[src/rtl/mips_cpu_pkg.sv]
// Shared types and helpers for the MIPS memory bus controller.
package mips_cpu_pkg;

  typedef enum logic [3:0] {
    OP_LB  = 4'd0,
    OP_LBU = 4'd1,
    OP_LH  = 4'd2,
    OP_LHU = 4'd3,
    OP_LW  = 4'd4,
    OP_LWL = 4'd5,
    OP_LWR = 4'd6,
    OP_SB  = 4'd7,
    OP_SH  = 4'd8,
    OP_SW  = 4'd9
  } mem_op_t;

  typedef enum logic [1:0] {
    S_IDLE,
    S_BUS,
    S_RESP
  } bus_state_t;

  localparam logic [3:0] BE_BYTE = 4'b0001;
  localparam logic [3:0] BE_HALF = 4'b0011;
  localparam logic [3:0] BE_WORD = 4'b1111;

  function automatic logic op_is_store(mem_op_t op);
    return (op == OP_SB) || (op == OP_SH) || (op == OP_SW);
  endfunction

  // Fetches are presented as OP_LW, so they share the word alignment rule.
  function automatic logic op_misaligned(mem_op_t op, logic [1:0] k);
    case (op)
      OP_LH, OP_LHU, OP_SH: return k[0];
      OP_LW, OP_SW:         return k != 2'b00;
      default:              return 1'b0;
    endcase
  endfunction

  function automatic logic [3:0] op_byte_en(mem_op_t op, logic [1:0] k);
    case (op)
      OP_LB, OP_LBU, OP_SB: return BE_BYTE << k;
      OP_LH, OP_LHU, OP_SH: return BE_HALF << {k[1], 1'b0};
      default:              return BE_WORD;
    endcase
  endfunction

  function automatic logic [31:0] op_write_lanes(mem_op_t op, logic [31:0] w);
    case (op)
      OP_SB:   return {4{w[7:0]}};
      OP_SH:   return {2{w[15:0]}};
      default: return w;
    endcase
  endfunction

endpackage

[src/rtl/mips_cpu_load_align.sv]
// Load result formatting: lane extract, sign/zero extension, LWL/LWR merge.
module mips_cpu_load_align
  import mips_cpu_pkg::*;
(
  input  mem_op_t     op_i,
  input  logic [1:0]  k_i,
  input  logic [31:0] rdata_i,
  input  logic [31:0] rt_old_i,
  output logic [31:0] result_o
);

  logic [7:0]  byte_v;
  logic [15:0] half_v;
  logic [4:0]  sh_l;
  logic [4:0]  sh_r;

  // Extract the addressed lane(s) and build the register result.
  always_comb begin
    byte_v   = rdata_i[{k_i, 3'b000} +: 8];
    half_v   = k_i[1] ? rdata_i[31:16] : rdata_i[15:0];
    // 8*(3-k) and 8*k as shift amounts, without leaving 5 bits.
    sh_l     = {~k_i, 3'b000};
    sh_r     = {k_i, 3'b000};
    result_o = rdata_i;
    case (op_i)
      OP_LB:  result_o = {{24{byte_v[7]}}, byte_v};
      OP_LBU: result_o = {24'h000000, byte_v};
      OP_LH:  result_o = {{16{half_v[15]}}, half_v};
      OP_LHU: result_o = {16'h0000, half_v};
      // Memory bytes 0..k land in the top of rt; rt keeps its low bytes.
      OP_LWL: result_o = (rdata_i << sh_l) | (rt_old_i & ~('1 << sh_l));
      // Memory bytes k..3 land in the bottom of rt; rt keeps its high bytes.
      OP_LWR: result_o = (rdata_i >> sh_r) | (rt_old_i & ~('1 >> sh_r));
      default: result_o = rdata_i;
    endcase
  end

endmodule

[src/rtl/mips_cpu_bus_ctrl.sv]
// Two-channel Avalon-MM master: data has priority over fetch, registered
// bus outputs, misalignment rejection and optional waitrequest timeout.
module mips_cpu_bus_ctrl
  import mips_cpu_pkg::*;
#(
  parameter int unsigned ADDR_W   = 32,
  parameter int unsigned WAIT_MAX = 0
) (
  input  logic              clk,
  input  logic              reset,
  input  logic              i_valid,
  input  logic [ADDR_W-1:0] i_addr,
  output logic              i_ready,
  input  logic              d_valid,
  input  logic [3:0]        d_op,
  input  logic [ADDR_W-1:0] d_addr,
  input  logic [31:0]       d_wdata,
  input  logic [31:0]       d_rt_old,
  output logic              d_ready,
  output logic [31:0]       rsp_rdata,
  output logic              rsp_err,
  output logic [ADDR_W-1:0] address,
  output logic              read,
  output logic              write,
  output logic [3:0]        byteenable,
  output logic [31:0]       writedata,
  input  logic [31:0]       readdata,
  input  logic              waitrequest
);

  localparam int unsigned CNT_W = (WAIT_MAX == 0) ? 1 : $clog2(WAIT_MAX + 1);

  bus_state_t        state_q, state_d;
  mem_op_t           op_q, op_d;
  logic [1:0]        k_q, k_d;
  logic [31:0]       rt_old_q, rt_old_d;
  logic              fetch_q, fetch_d;
  logic [CNT_W-1:0]  cnt_q, cnt_d;

  logic              i_ready_q, i_ready_d;
  logic              d_ready_q, d_ready_d;
  logic [31:0]       rsp_rdata_q, rsp_rdata_d;
  logic              rsp_err_q, rsp_err_d;
  logic [ADDR_W-1:0] address_q, address_d;
  logic              read_q, read_d;
  logic              write_q, write_d;
  logic [3:0]        be_q, be_d;
  logic [31:0]       wdata_q, wdata_d;

  mem_op_t           req_op;
  logic [ADDR_W-1:0] req_addr;
  logic              req_fetch;
  logic [31:0]       load_res;
  logic [CNT_W-1:0]  cnt_inc;
  logic              timeout;

  mips_cpu_load_align u_align (
    .op_i     (op_q),
    .k_i      (k_q),
    .rdata_i  (readdata),
    .rt_old_i (rt_old_q),
    .result_o (load_res)
  );

  // Arbitration: data wins; a fetch is carried as a word load.
  always_comb begin
    req_fetch = !d_valid;
    req_op    = d_valid ? mem_op_t'(d_op) : OP_LW;
    req_addr  = d_valid ? d_addr : i_addr;
    cnt_inc   = cnt_q + CNT_W'(1);
    timeout   = (WAIT_MAX != 0) && (cnt_inc == CNT_W'(WAIT_MAX));
  end

  // Next-state and registered-output logic for IDLE/BUS/RESP.
  always_comb begin
    state_d     = state_q;
    op_d        = op_q;
    k_d         = k_q;
    rt_old_d    = rt_old_q;
    fetch_d     = fetch_q;
    cnt_d       = '0;
    i_ready_d   = 1'b0;
    d_ready_d   = 1'b0;
    rsp_rdata_d = '0;
    rsp_err_d   = 1'b0;
    address_d   = '0;
    read_d      = 1'b0;
    write_d     = 1'b0;
    be_d        = '0;
    wdata_d     = '0;
    case (state_q)
      S_IDLE: begin
        if (d_valid || i_valid) begin
          fetch_d  = req_fetch;
          op_d     = req_op;
          k_d      = req_addr[1:0];
          rt_old_d = d_rt_old;
          if (op_misaligned(req_op, req_addr[1:0])) begin
            state_d   = S_RESP;
            rsp_err_d = 1'b1;
            i_ready_d = req_fetch;
            d_ready_d = !req_fetch;
          end else begin
            state_d   = S_BUS;
            read_d    = !op_is_store(req_op);
            write_d   = op_is_store(req_op);
            be_d      = op_byte_en(req_op, req_addr[1:0]);
            address_d = {req_addr[ADDR_W-1:2], 2'b00};
            wdata_d   = op_write_lanes(req_op, d_wdata);
          end
        end
      end
      S_BUS: begin
        read_d    = read_q;
        write_d   = write_q;
        be_d      = be_q;
        address_d = address_q;
        wdata_d   = wdata_q;
        if (!waitrequest) begin
          state_d     = S_RESP;
          read_d      = 1'b0;
          write_d     = 1'b0;
          be_d        = '0;
          address_d   = '0;
          wdata_d     = '0;
          i_ready_d   = fetch_q;
          d_ready_d   = !fetch_q;
          rsp_rdata_d = op_is_store(op_q) ? 32'h0 : load_res;
        end else if (timeout) begin
          // Abandon the cycle even though the slave is still stalling.
          state_d   = S_RESP;
          read_d    = 1'b0;
          write_d   = 1'b0;
          be_d      = '0;
          address_d = '0;
          wdata_d   = '0;
          rsp_err_d = 1'b1;
          i_ready_d = fetch_q;
          d_ready_d = !fetch_q;
        end else begin
          cnt_d = cnt_inc;
        end
      end
      S_RESP: begin
        state_d = S_IDLE;
      end
      default: begin
        state_d = S_IDLE;
      end
    endcase
  end

  // State, request latches and registered bus/response outputs.
  always_ff @(posedge clk) begin
    if (reset) begin
      state_q     <= S_IDLE;
      op_q        <= OP_LW;
      k_q         <= '0;
      rt_old_q    <= '0;
      fetch_q     <= 1'b0;
      cnt_q       <= '0;
      i_ready_q   <= 1'b0;
      d_ready_q   <= 1'b0;
      rsp_rdata_q <= '0;
      rsp_err_q   <= 1'b0;
      address_q   <= '0;
      read_q      <= 1'b0;
      write_q     <= 1'b0;
      be_q        <= '0;
      wdata_q     <= '0;
    end else begin
      state_q     <= state_d;
      op_q        <= op_d;
      k_q         <= k_d;
      rt_old_q    <= rt_old_d;
      fetch_q     <= fetch_d;
      cnt_q       <= cnt_d;
      i_ready_q   <= i_ready_d;
      d_ready_q   <= d_ready_d;
      rsp_rdata_q <= rsp_rdata_d;
      rsp_err_q   <= rsp_err_d;
      address_q   <= address_d;
      read_q      <= read_d;
      write_q     <= write_d;
      be_q        <= be_d;
      wdata_q     <= wdata_d;
    end
  end

  assign i_ready    = i_ready_q;
  assign d_ready    = d_ready_q;
  assign rsp_rdata  = rsp_rdata_q;
  assign rsp_err    = rsp_err_q;
  assign address    = address_q;
  assign read       = read_q;
  assign write      = write_q;
  assign byteenable = be_q;
  assign writedata  = wdata_q;

endmodule

[config.mk]
export PLATFORM = sky130hd
export DESIGN_NAME = mips_cpu_bus_ctrl
export DESIGN_NICKNAME = d
export VERILOG_FILES = /design/src/rtl/mips_cpu_pkg.sv /design/src/rtl/mips_cpu_load_align.sv /design/src/rtl/mips_cpu_bus_ctrl.sv
export SDC_FILE = /design/constraint.sdc
export NUM_CORES = 1
export LEC_CHECK = 0
export CAP_MARGIN = 20
export CORE_ASPECT_RATIO = 0.75
export CORE_MARGIN = 1.5
export CORE_UTILIZATION = 40
export CTS_CLUSTER_SIZE = 24
export DETAILED_ROUTE_END_ITERATION = 8
export GPL_TIMING_DRIVEN = 1
export HOLD_SLACK_MARGIN = 0.02
export PLACE_DENSITY_LB_ADDON = 0.25
export SYNTH_ARGS = -nofsm -noshare
export SYNTH_HDL_FRONTEND = slang
export SYNTH_HIERARCHICAL = 1
export SYNTH_SLANG_ARGS = --single-unit
[constraint.sdc]
create_clock -name clk -period 3.95 [get_ports clk]
set_clock_uncertainty 0.15 [all_clocks]
set_input_delay 0.79 -clock clk [delete_from_list [all_inputs] [get_ports clk]]
set_output_delay 0.79 -clock clk [all_outputs]
set_load 0.02 [all_outputs]
### After elaboration in Yosys (flattened, before gate mapping)

Index checks and enable logic that the tools add are counted.

| word-level totals | value |
|---|---|
| register bits after elaboration | 146 |
| bits of input ports | 169 |
| output and inout port bits | 105 |
| logic and storage cells | 108 |

| cells by class | value |
|---|---|
| equality and inequality tests | 18 |
| shift operators | 7 |
| muxes and demuxes | 40 |
| bitwise logic cells | 10 |
| reductions and logical operators | 19 |

Operators by type and width:

| cell | number |
|---|---|
| 2-to-1 mux 32 bit | 6 |
| one-hot mux 32 bit (2 select lines) | 3 |
| one-hot mux 32 bit (6 select lines) | 1 |
| AND 32 bit | 2 |
| inverter 32 bit | 2 |
| bitwise OR 32 bit | 2 |
| indexed part select 32 x 6 -> 8 bit | 1 |
| left shift 32 x 5 -> 32 bit | 1 |
| left shift 32 x 5 -> 32 bit (first input constant) | 1 |
| >> shifter 32 x 5 -> 32 bit | 1 |
| >> shifter 32 x 5 -> 32 bit (first input constant) | 1 |
| == test 4 x 3 -> 1 bit (second input constant) | 5 |
| == test 4 x 2 -> 1 bit (second input constant) | 4 |
| == test 4 bit (second input constant) | 4 |
| 2-to-1 mux 16 bit | 1 |
| 2-to-1 mux 4 bit | 4 |
| one-hot mux 4 bit (2 select lines) | 2 |
| 2-to-1 mux 1 bit | 14 |
| one-hot mux 1 bit (2 select lines) | 5 |
| OR reduction 3 bit | 3 |
| == test 4 x 1 -> 1 bit (second input constant) | 2 |
| zero test 4 bit | 2 |
| 2-to-1 mux 2 bit | 3 |
| logical OR 1 bit | 5 |
| 13 further kinds | 19 |

### Logic depth before layout (Yosys ltp)

Gate-level depths: netlist of run 1.

| logic depth | value |
|---|---|
| depth after elaboration | 9 |
| depth in mapped cells | 8 |

### Cells and area by module

The synthesis of run 1 kept the hierarchy.

Modules (own cells, without submodules):

| module | instances | cells an instance | area an instance (um^2) | sequential area each (um^2) |
|---|---|---|---|---|
| mips_cpu_bus_ctrl | 1 | 571 | 5398.9 | 2882.8 |
| mips_cpu_load_align | 1 | 247 | 2001.9 | 0.0 |

### Least setup slack after synthesis of run 1

OpenSTA, ideal clock, no wires.

| path | value |
|---|---|
| path kind | input -> register |
| start | input d_op[1] |
| end | register read_q, in the netlist read |
| library setup time | 0.117 ns |
| arrival time | 2.132 ns |
| data required time | 3.683 ns |
| path slack | 1.551 ns |
| stages on the path | 6 |
| buffers on the path | 2 |
| cells stage by stage | buf_2 > or3b_1 > a211o_1 > and4b_1 > buf_6 > a22o_1 |

| between the ends | value |
|---|---|
| cells in the longest elaborated chain, start to end | 9 |
| elaborated cells between the ends (all ways) | 18 |
| classes of those cells | 6 x eq/ne; 7 x mux; 5 x reduce/logical |

RTL lines:

| item | RTL line | text |
|---|---|---|
| start: declaration | mips_cpu_bus_ctrl.sv:15 | `input logic [3:0] d_op,` |
| 2-to-1 mux 4 bit * | mips_cpu_bus_ctrl.sv:68 | `req_op = d_valid ? mem_op_t'(d_op) : OP_LW;` |
| == test 4 bit, or another cell as far along | mips_cpu_pkg.sv:28, mips_cpu_pkg.sv:33 |  |
| OR reduction 3 bit or OR reduction 2 bit (tied branches) | mips_cpu_pkg.sv:33 | `case (op)` |
| one-hot mux 1 bit (2 select lines) | mips_cpu_pkg.sv:33 |  |
| 2-to-1 mux 1 bit | mips_cpu_bus_ctrl.sv:93 | `if (d_valid \|\| i_valid) begin` |
| 2-to-1 mux 1 bit | mips_cpu_bus_ctrl.sv:91 | `case (state_q)` |
| 2-to-1 mux 1 bit * | mips_cpu_bus_ctrl.sv:98 | `if (op_misaligned(req_op, req_addr[1:0])) begin` |
| 2-to-1 mux 1 bit * | mips_cpu_bus_ctrl.sv:93 |  |
| one-hot mux 1 bit (2 select lines) * | mips_cpu_bus_ctrl.sv:91 |  |
| end signal: assignment | mips_cpu_bus_ctrl.sv:183 | `read_q <= read_d;` |
| end: declaration | mips_cpu_bus_ctrl.sv:45 | `logic read_q, read_d;` |

Every way passes the cells marked *; elsewhere a longest branch is shown, timed or not. The select of a mux whose other input is x is not followed.
A chain may end at the register's enable or synchronous reset.

### Worst setup path after layout of run 1

| path | value |
|---|---|
| start | input d_op[1] |
| end | register wdata_q[8], in the netlist writedata[8] |

| between the ends | value |
|---|---|
| cells in the longest elaborated chain, start to end | 9 |
| elaborated cells between the ends (all ways) | 16 |
| classes of those cells | 6 x eq/ne; 8 x mux; 2 x reduce/logical |

RTL lines:

| item | RTL line | text |
|---|---|---|
| 2-to-1 mux 4 bit * | mips_cpu_bus_ctrl.sv:68 |  |
| == test 4 bit, or another cell as far along | mips_cpu_pkg.sv:33, mips_cpu_pkg.sv:49 |  |
| OR reduction 3 bit or OR reduction 2 bit (tied branches) | mips_cpu_pkg.sv:33 |  |
| one-hot mux 1 bit (2 select lines) | mips_cpu_pkg.sv:33 |  |
| 2-to-1 mux 1 bit | mips_cpu_bus_ctrl.sv:93 |  |
| 2-to-1 mux 1 bit | mips_cpu_bus_ctrl.sv:91 |  |
| 2-to-1 mux 32 bit * | mips_cpu_bus_ctrl.sv:98 |  |
| 2-to-1 mux 32 bit * | mips_cpu_bus_ctrl.sv:93 |  |
| one-hot mux 32 bit (2 select lines) * | mips_cpu_bus_ctrl.sv:91 |  |
| end signal: assignment | mips_cpu_bus_ctrl.sv:186 | `wdata_q <= wdata_d;` |
| end: declaration | mips_cpu_bus_ctrl.sv:48 | `logic [31:0] wdata_q, wdata_d;` |

Marked as above.

==> summary.md, run 1 <==
| Metric | Value |
|---|---|
| Final hold violations | `0` |
| CP Max Fanout | `55` |
| Nets | `~1200` |
| Worst Hold Path Cells | `2` |
| DR iter-0 viols | `a little over 500` |
| Chip width | `between 150 and 200 um` |
| Worst hold endpoint | `writedata[19]` |
| Status | `completed` |
| Ys flop type | `dfxtp_1` |
| Share of cells above drive strength 1 | `approximately a tenth` |
| Worst-path clk slew | `0.06 ns` |
| Most frequent cells in the layout | `clkdlybuf4s50_1, nand2_1, dfxtp_1` |
| Post-Syn Area | `roughly 7400 um^2` |
| Antenna cells | `0` |
| Footprint of the multi-input gates | `about 4200 um^2` |
| Syn Area/Cell | `9.05 um^2` |
| Row cnt | `42` |
| Initial Util | `between 40% and 50%` |
| Ys async rst share | `0%` |
| Worst-Skew Late Latency | `0.41 ns` |
| Max Clk Rate | `~340 MHz` |
| Sw Share | `27.8%` |
| Synthesized flop and latch total | `roughly 140` |
| Internal power | `about 0.0032 W` |
| Post-CTS setup buffer count | `0` |
| Slew @ Worst Pin | `0.981 ns` |
| Die area | `a little under 20000 um^2` |
| Boundary pin count | `between 200 and 300` |
| Final WL | `~24 mm` |
| Hold_buf cts | `0` |
| Crit end category | `register` |
| DRC violations left | `0` |
| Initial antenna violation count | `0` |
| Vias in the first global route | `between 6000 and 7000` |
| Post-Syn Instances | `slightly above 800` |
| Layout fillers | `roughly 1600` |
| Peak supply drop | `0.241 mV` |
| Slew HR | `about a third` |
| GRT Overall Usage | `between 20% and 30%` |
| Hold Path Class | `register to register` |
| Worst EP required | `4.12 ns` |
| Max-slew violation count | `0` |
| CP Class | `input port to register` |
| WP data arrival | `around 3.1 ns` |
| Reg2Reg Depth | `6` |
| Final period utilization | `75.1%` |
| Leading cell type in the layout, fill and taps excluded | `clkdlybuf4s50_1` |
| PD cells | `414 nW/um^2` |
| YS warnings | `6` |
| Seq/Total Area, Yosys | `about two fifths` |
| TritonCTS clock tree | `yes` |
| Leakage | `4.11 nW` |
| IO Port Bufs | `~270` |
| Via-to-Cell Ratio | `~5.4` |
| Logic gate share of total power | `between 20% and 30%` |
| R2R setup slack | `around 1.3 ns` |
| Period minus WS final | `approximately 3.0 ns` |
| RSZ-0062 raised after global routing | `no` |
| Post-synth EDFFs | `0` |
| NetSw | `0.00125 W` |
| Via count | `a little over 7000` |
| Chip height | `~120 um` |
| R2r endpoint | `rsp_rdata[22]` |
| Drt wl/cell | `about 18 um` |
| Clk pwr share | `39.6%` |
| Design area | `10800 um^2` |
| Synthesis-to-finish area growth | `46.4%` |
| Total Neg Setup Slack | `0 ns` |
| Sequential power share | `about 37%` |
| Final HPWL DP | `roughly 17 mm` |
| CP startpoint kind | `input port` |
| First-pass GRT wire length | `36.4 mm` |
| Max Cap Violations | `0` |
| Post-DRT Antenna Nets | `0` |
| Hold path start | `writedata[19]` |
| FF-to-FF Start | `op_q[3]` |
| Deepest clock path buffer count | `2` |
| CTS Buf Count | `17` |
| Largest net degree at the start of global routing | `65` |
| Htree depth | `4` |
| GR Overflow Total | `0` |
| Final setup viols | `0` |
| Core footprint | `17900 um^2` |
| Total power | `~0.0045 W` |
| Pre-Repair DR Iteration Count | `5` |
| Post_cts resized | `0` |
| Library cells used by synthesis | `65` |
| Final GP Congestion | `approximately 0.86` |
| FF/Latch Area | `~2900 um^2` |
| Cell Area, Placed | `approximately 10000 um^2` |
| Root Driver | `clkbuf_16` |
| Clk sinks | `144` |
==> worst max path at each step <==
stage / slack [ns] / from / end
final: 0.98 / d_op[1] / writedata[8]
after global routing: 0.81 / d_op[1] / address[7]
after CTS: 0.95 / d_op[1] / writedata[28]
after detailed placement: 0.53 / d_op[1] / writedata[8]
after global placement: 0.66 / d_op[1] / address[11]
after floorplan: 1.55 / d_op[1] / read
==> layout make-up <==
class,count,area share (%)
Clock inverter,10,1.70
Tap cell,242,2.79
Clock buffer,20,4.31
Timing Repair Buffer,285,25.9
Inverter,3,0.104
Multi-Input combinational cell,606,38.5
Sequential cell,144,26.6
==> Yosys cell counts (2+ instances only) <==
cell | n | area share [%]
buf_6 | 8 | 1.2
a221o_1 | 8 | 1.1
mux2i_1 | 89 | 12
nand2_1 | 147 | 7.5
mux4_2 | 16 | 4.9
mux2_2 | 10 | 1.5
a21oi_2 | 9 | 1.1
nor3_1 | 2 | 0.14
o21ai_1 | 10 | 0.68
inv_1 | 2 | 0.10
o211ai_1 | 15 | 1.5
or2_2 | 2 | 0.17
a22oi_1 | 9 | 0.91
dfxtp_1 | 144 | 39
nand3_1 | 2 | 0.14
a22o_1 | 12 | 1.4
or3_1 | 2 | 0.17
a21oi_1 | 50 | 3.4
or3b_1 | 2 | 0.24
nor3_2 | 2 | 0.27
buf_1 | 2 | 0.10
and2_1 | 33 | 2.8
a211oi_4 | 2 | 0.54
buf_4 | 6 | 0.61
a31oi_1 | 14 | 1.2
nand2b_1 | 2 | 0.17
o22ai_1 | 9 | 0.76
o21ai_0 | 51 | 3.4
nor2b_1 | 3 | 0.25
and3_1 | 9 | 0.76
a211oi_1 | 2 | 0.20
nor2_1 | 44 | 2.2
a221oi_1 | 20 | 2.4
clkbuf_1 | 26 | 1.3
buf_2 | 24 | 1.6
==> stage by stage <==
stage	setup WS [ns]	cells	hold WS, ns	util (%)
floorplan	1.55	819	0.271	-
global placement	0.656	1279	0.282	56.9
detailed placement	0.533	1279	0.287	56.9
CTS	0.945	1309	0.302	60.6
global route	0.809	1310	0.333	60.7
finish	0.984	1310	0.297	60.7
==> sequential cells by signal (all words and copies together) (netlist names), 2 cells and up <==
signal	cells
state_q	2
writedata	32
byteenable	4
rsp_rdata	32
k_q	2
rt_old_q	32
address	30
op_q	4
==> layer usage <==
metal | routed length, um | track usage, %
met5 | 0 | 0
met2 | 10500 | 37.2
met3 | 2140 | 7.27
met4 | 306 | 5.43
met1 | 10600 | 32.5
==> cell families (layout without fill, tap and decap cells) <==
kind of cell / after synthesis / count (layout) / share of synthesized area (%)
AOI/OAI and AO/OA: 225 / 225 / 20.7
xor gates and xnor gates: 1 / 1 / 0.118
buffers and inverters: 69 / 318 / 5.02
DFF: 144 / 144 / 39.0
muxes: 115 / 115 / 18.4
other: 1 / 2 / 0.0507
and+or+nand+nor: 263 / 263 / 16.7
==> critical path, cell delays in order <==
cell	delay, ns
clkdlybuf4s50_1	0.68
and4bb_2	0.29
o32ai_4	0.31
nand4b_4	0.63
o21ai_0	0.41
==> power groups by stage <==
stage	clock (W)	combinational, W	sequential [W]
2_1_floorplan	0	0.000594	0.00169
3_3_place_gp	0	0.00104	0.00168
3_5_place_dp	0	0.00105	0.00168
4_1_cts	0.00180	0.00105	0.00165
5_1_grt	0.00187	0.00114	0.00166
6_report	0.00178	0.00106	0.00165
(Power assumes the default switching activity.)
==> run 2: changes to the inputs <==
==> constraint.sdc (replaced) <==
create_clock -name clk -period 2.5 [get_ports clk]
set_clock_uncertainty 0.15 [all_clocks]
set_input_delay 0.5 -clock clk [delete_from_list [all_inputs] [get_ports clk]]
set_output_delay 0.5 -clock clk [all_outputs]
set_load 0.02 [all_outputs]
==> run 2 against run 1 <==
  * Core utilization rose by 1.7 points
  * Clock power rose by 58%
  * Total power rose by 60%
  * Register-to-register slack got worse by 0.91 ns
  * Hold slack got worse by 0.028 ns
  * Critical endpoint is now writedata[10]
  * Combinational power rose by 68%
==> summary.md, run 2 (synthesis results as in run 1) <==
| Metric | Value |
|---|---|
| Status | `completed` |
| Hold_buf cts | `0` |
| Final GP Congestion | `between 0.8 and 0.9` |
| Worst-Skew Late Latency | `0.42 ns` |
| CP endpoint | `writedata[10]` |
| Die area | `roughly 19000 um^2` |
| Slew @ Worst Pin | `roughly 0.51 ns` |
| Levels on crit path | `7` |
| Core footprint | `around 18000 um^2` |
| Max Cap Violations | `0` |
| GRT Overall Usage | `about 25%` |
| Share of cells above drive strength 1 | `approximately an eighth` |
| Via-to-Cell Ratio | `~5.4` |
| Worst-path clk slew | `around 0.06 ns` |
| Worst EP required | `about 2.6 ns` |
| Final hold violations | `0` |
| Boundary pin count | `roughly 270` |
| Leakage | `about 4.3 nW` |
| Synthesis-to-finish area growth | `50.5%` |
| DR iter-0 viols | `545` |
| Final WL | `~24 mm` |
| Post-CTS setup buffer count | `0` |
| Final HPWL DP | `roughly 18 mm` |
| Drt wl/cell | `roughly 18 um` |
| Worst Path Buf+Inv | `3` |
| Total Neg Setup Slack | `0 ns` |
| Nets | `between 1000 and 1500` |
| Crit end category | `register` |
| Worst path max stage delay | `roughly 0.61 ns` |
| Pre-Repair DR Iteration Count | `7` |
| First-pass GRT wire length | `roughly 38 mm` |
| RSZ-0062 raised after global routing | `no` |
| PD cells | `roughly 650 nW/um^2` |
| Max-slew violation count | `0` |
| FF-to-FF Start | `k_q[1]` |
| Post-DRT Antenna Nets | `0` |
| Finished Core Util | `a little over 60%` |
| R2r endpoint | `rsp_rdata[27]` |
| Final setup viols | `0` |
| R2R setup slack | `about 0.34 ns` |
| Hold path start | `reset` |
| Most frequent cells in the layout | `clkdlybuf4s50_1, nand2_1, dfxtp_1` |
| Post_cts resized | `0` |
| Root Driver | `clkbuf_16` |
| Initial antenna violation count | `1` |
| Chip height | `~120 um` |
| Deepest clock path buffer count | `2` |
| Vias in the first global route | `slightly above 7000` |
| Hold Path Class | `input port to register` |
| CP Max Fanout | `35` |
| WP data arrival | `2.35 ns` |
| DRC violations left | `0` |
| TritonCTS clock tree | `yes` |
| CP max stage cell | `clkdlybuf4s50_1` |
| Reg2Reg Depth | `7` |
| Peak supply drop | `between 0.3 and 0.4 mV` |
| Worst Hold Path Cells | `3` |
| Worst setup startpoint | `d_op[1]` |
| Leading cell type in the layout, fill and taps excluded | `clkdlybuf4s50_1` |
| Worst-path cell chain | `clkdlybuf4s50_1, or2b_2, a211o_1, buf_4, nand4b_4, buf_12, o21ai_0` |
| Post-route insts no fill | `~1300` |
| CTS Buf Count | `17` |
| Via count | `about 7300` |
| Largest net degree at the start of global routing | `65` |
| CP Class | `input port to register` |
| Top delay family on crit path | `buffers and inverters` |
| Max Clk Rate | `approximately 450 MHz` |
| Final period utilization | `around nine tenths` |
| CP startpoint kind | `input port` |
| Period minus WS final | `around 2.2 ns` |
| GR Overflow Total | `0` |
| Chip width | `160 um` |
| Row cnt | `42` |
| Htree depth | `4` |
| DP Cell Count | `between 1000 and 1500` |
| Clk sinks | `~140` |
| Initial Util | `41.4%` |
| IO Port Bufs | `271` |
| Slew HR | `65.7%` |
| Smallest hold slack | `around 0.27 ns` |
run 2: cell count changes in the layout (fill, tap and decap cells not counted):
| cell | before | now |
|---|---|---|
| inv_6 | 0 | 3 |
| buf_6 | 1 | 0 |
| clkinv_4 | 1 | 2 |
| buf_12 | 0 | 7 |
| buf_4 | 13 | 36 |
| clkbuf_1 | 0 | 1 |
| clkinv_2 | 2 | 1 |
| clkinvlp_4 | 2 | 1 |
| diode_2 | 0 | 1 |
| clkbuf_8 | 3 | 1 |
run 2: where the power goes:
group	total, W	switching [W]	internal, W
Clock	0.00282	0.00102	0.00180
Sequential	0.00259	0.000139	0.00245
Combinational	0.00178	0.000882	0.000897
Total	0.00719	0.00204	0.00515
run 2: routing by layer:
metal,share of wire [%],global-route usage (%)
met3,9.5,7.38
met4,1.4,8.18
met2,45,38.1
met1,44,34.6
met5,0,0
run 2: area by class of cell:
class / count / area, um^2
flip-flops and latches: 144 / 2890
fillers: 1549 / 6730
multi-input cells: 606 / 4180
clock buffers: 19 / 443
well taps: 242 / 303
repair buffers: 314 / 3110
diodes: 1 / 2.50
clock inverters: 12 / 206
inverters: 3 / 11.3
run 2: how the worst min path moves through the flow:
stage	endpoint	slack, ns
global placement	address[31]	0.28
floorplan	d_ready	0.27
CTS	state_q[1]	0.25
detailed placement	address[24]	0.29
finish	state_q[1]	0.27
global route	state_q[1]	0.28
run 2: per-stage QoR:
step	setup WS, ns	total power (W)	cell area, um^2
finish	0.295	0.00719	11100
global route	0.219	0.00749	11100
CTS	0.321	0.00723	11100
detailed placement	-0.122	0.00440	10500
global placement	-0.0632	0.00437	10500
floorplan	0.391	0.00361	7400
run 2: tightest hold or removal path, cell delays in order:
cell and delay, ns:
buf_2 0.10, nor2_1 0.07, o211a_1 0.12
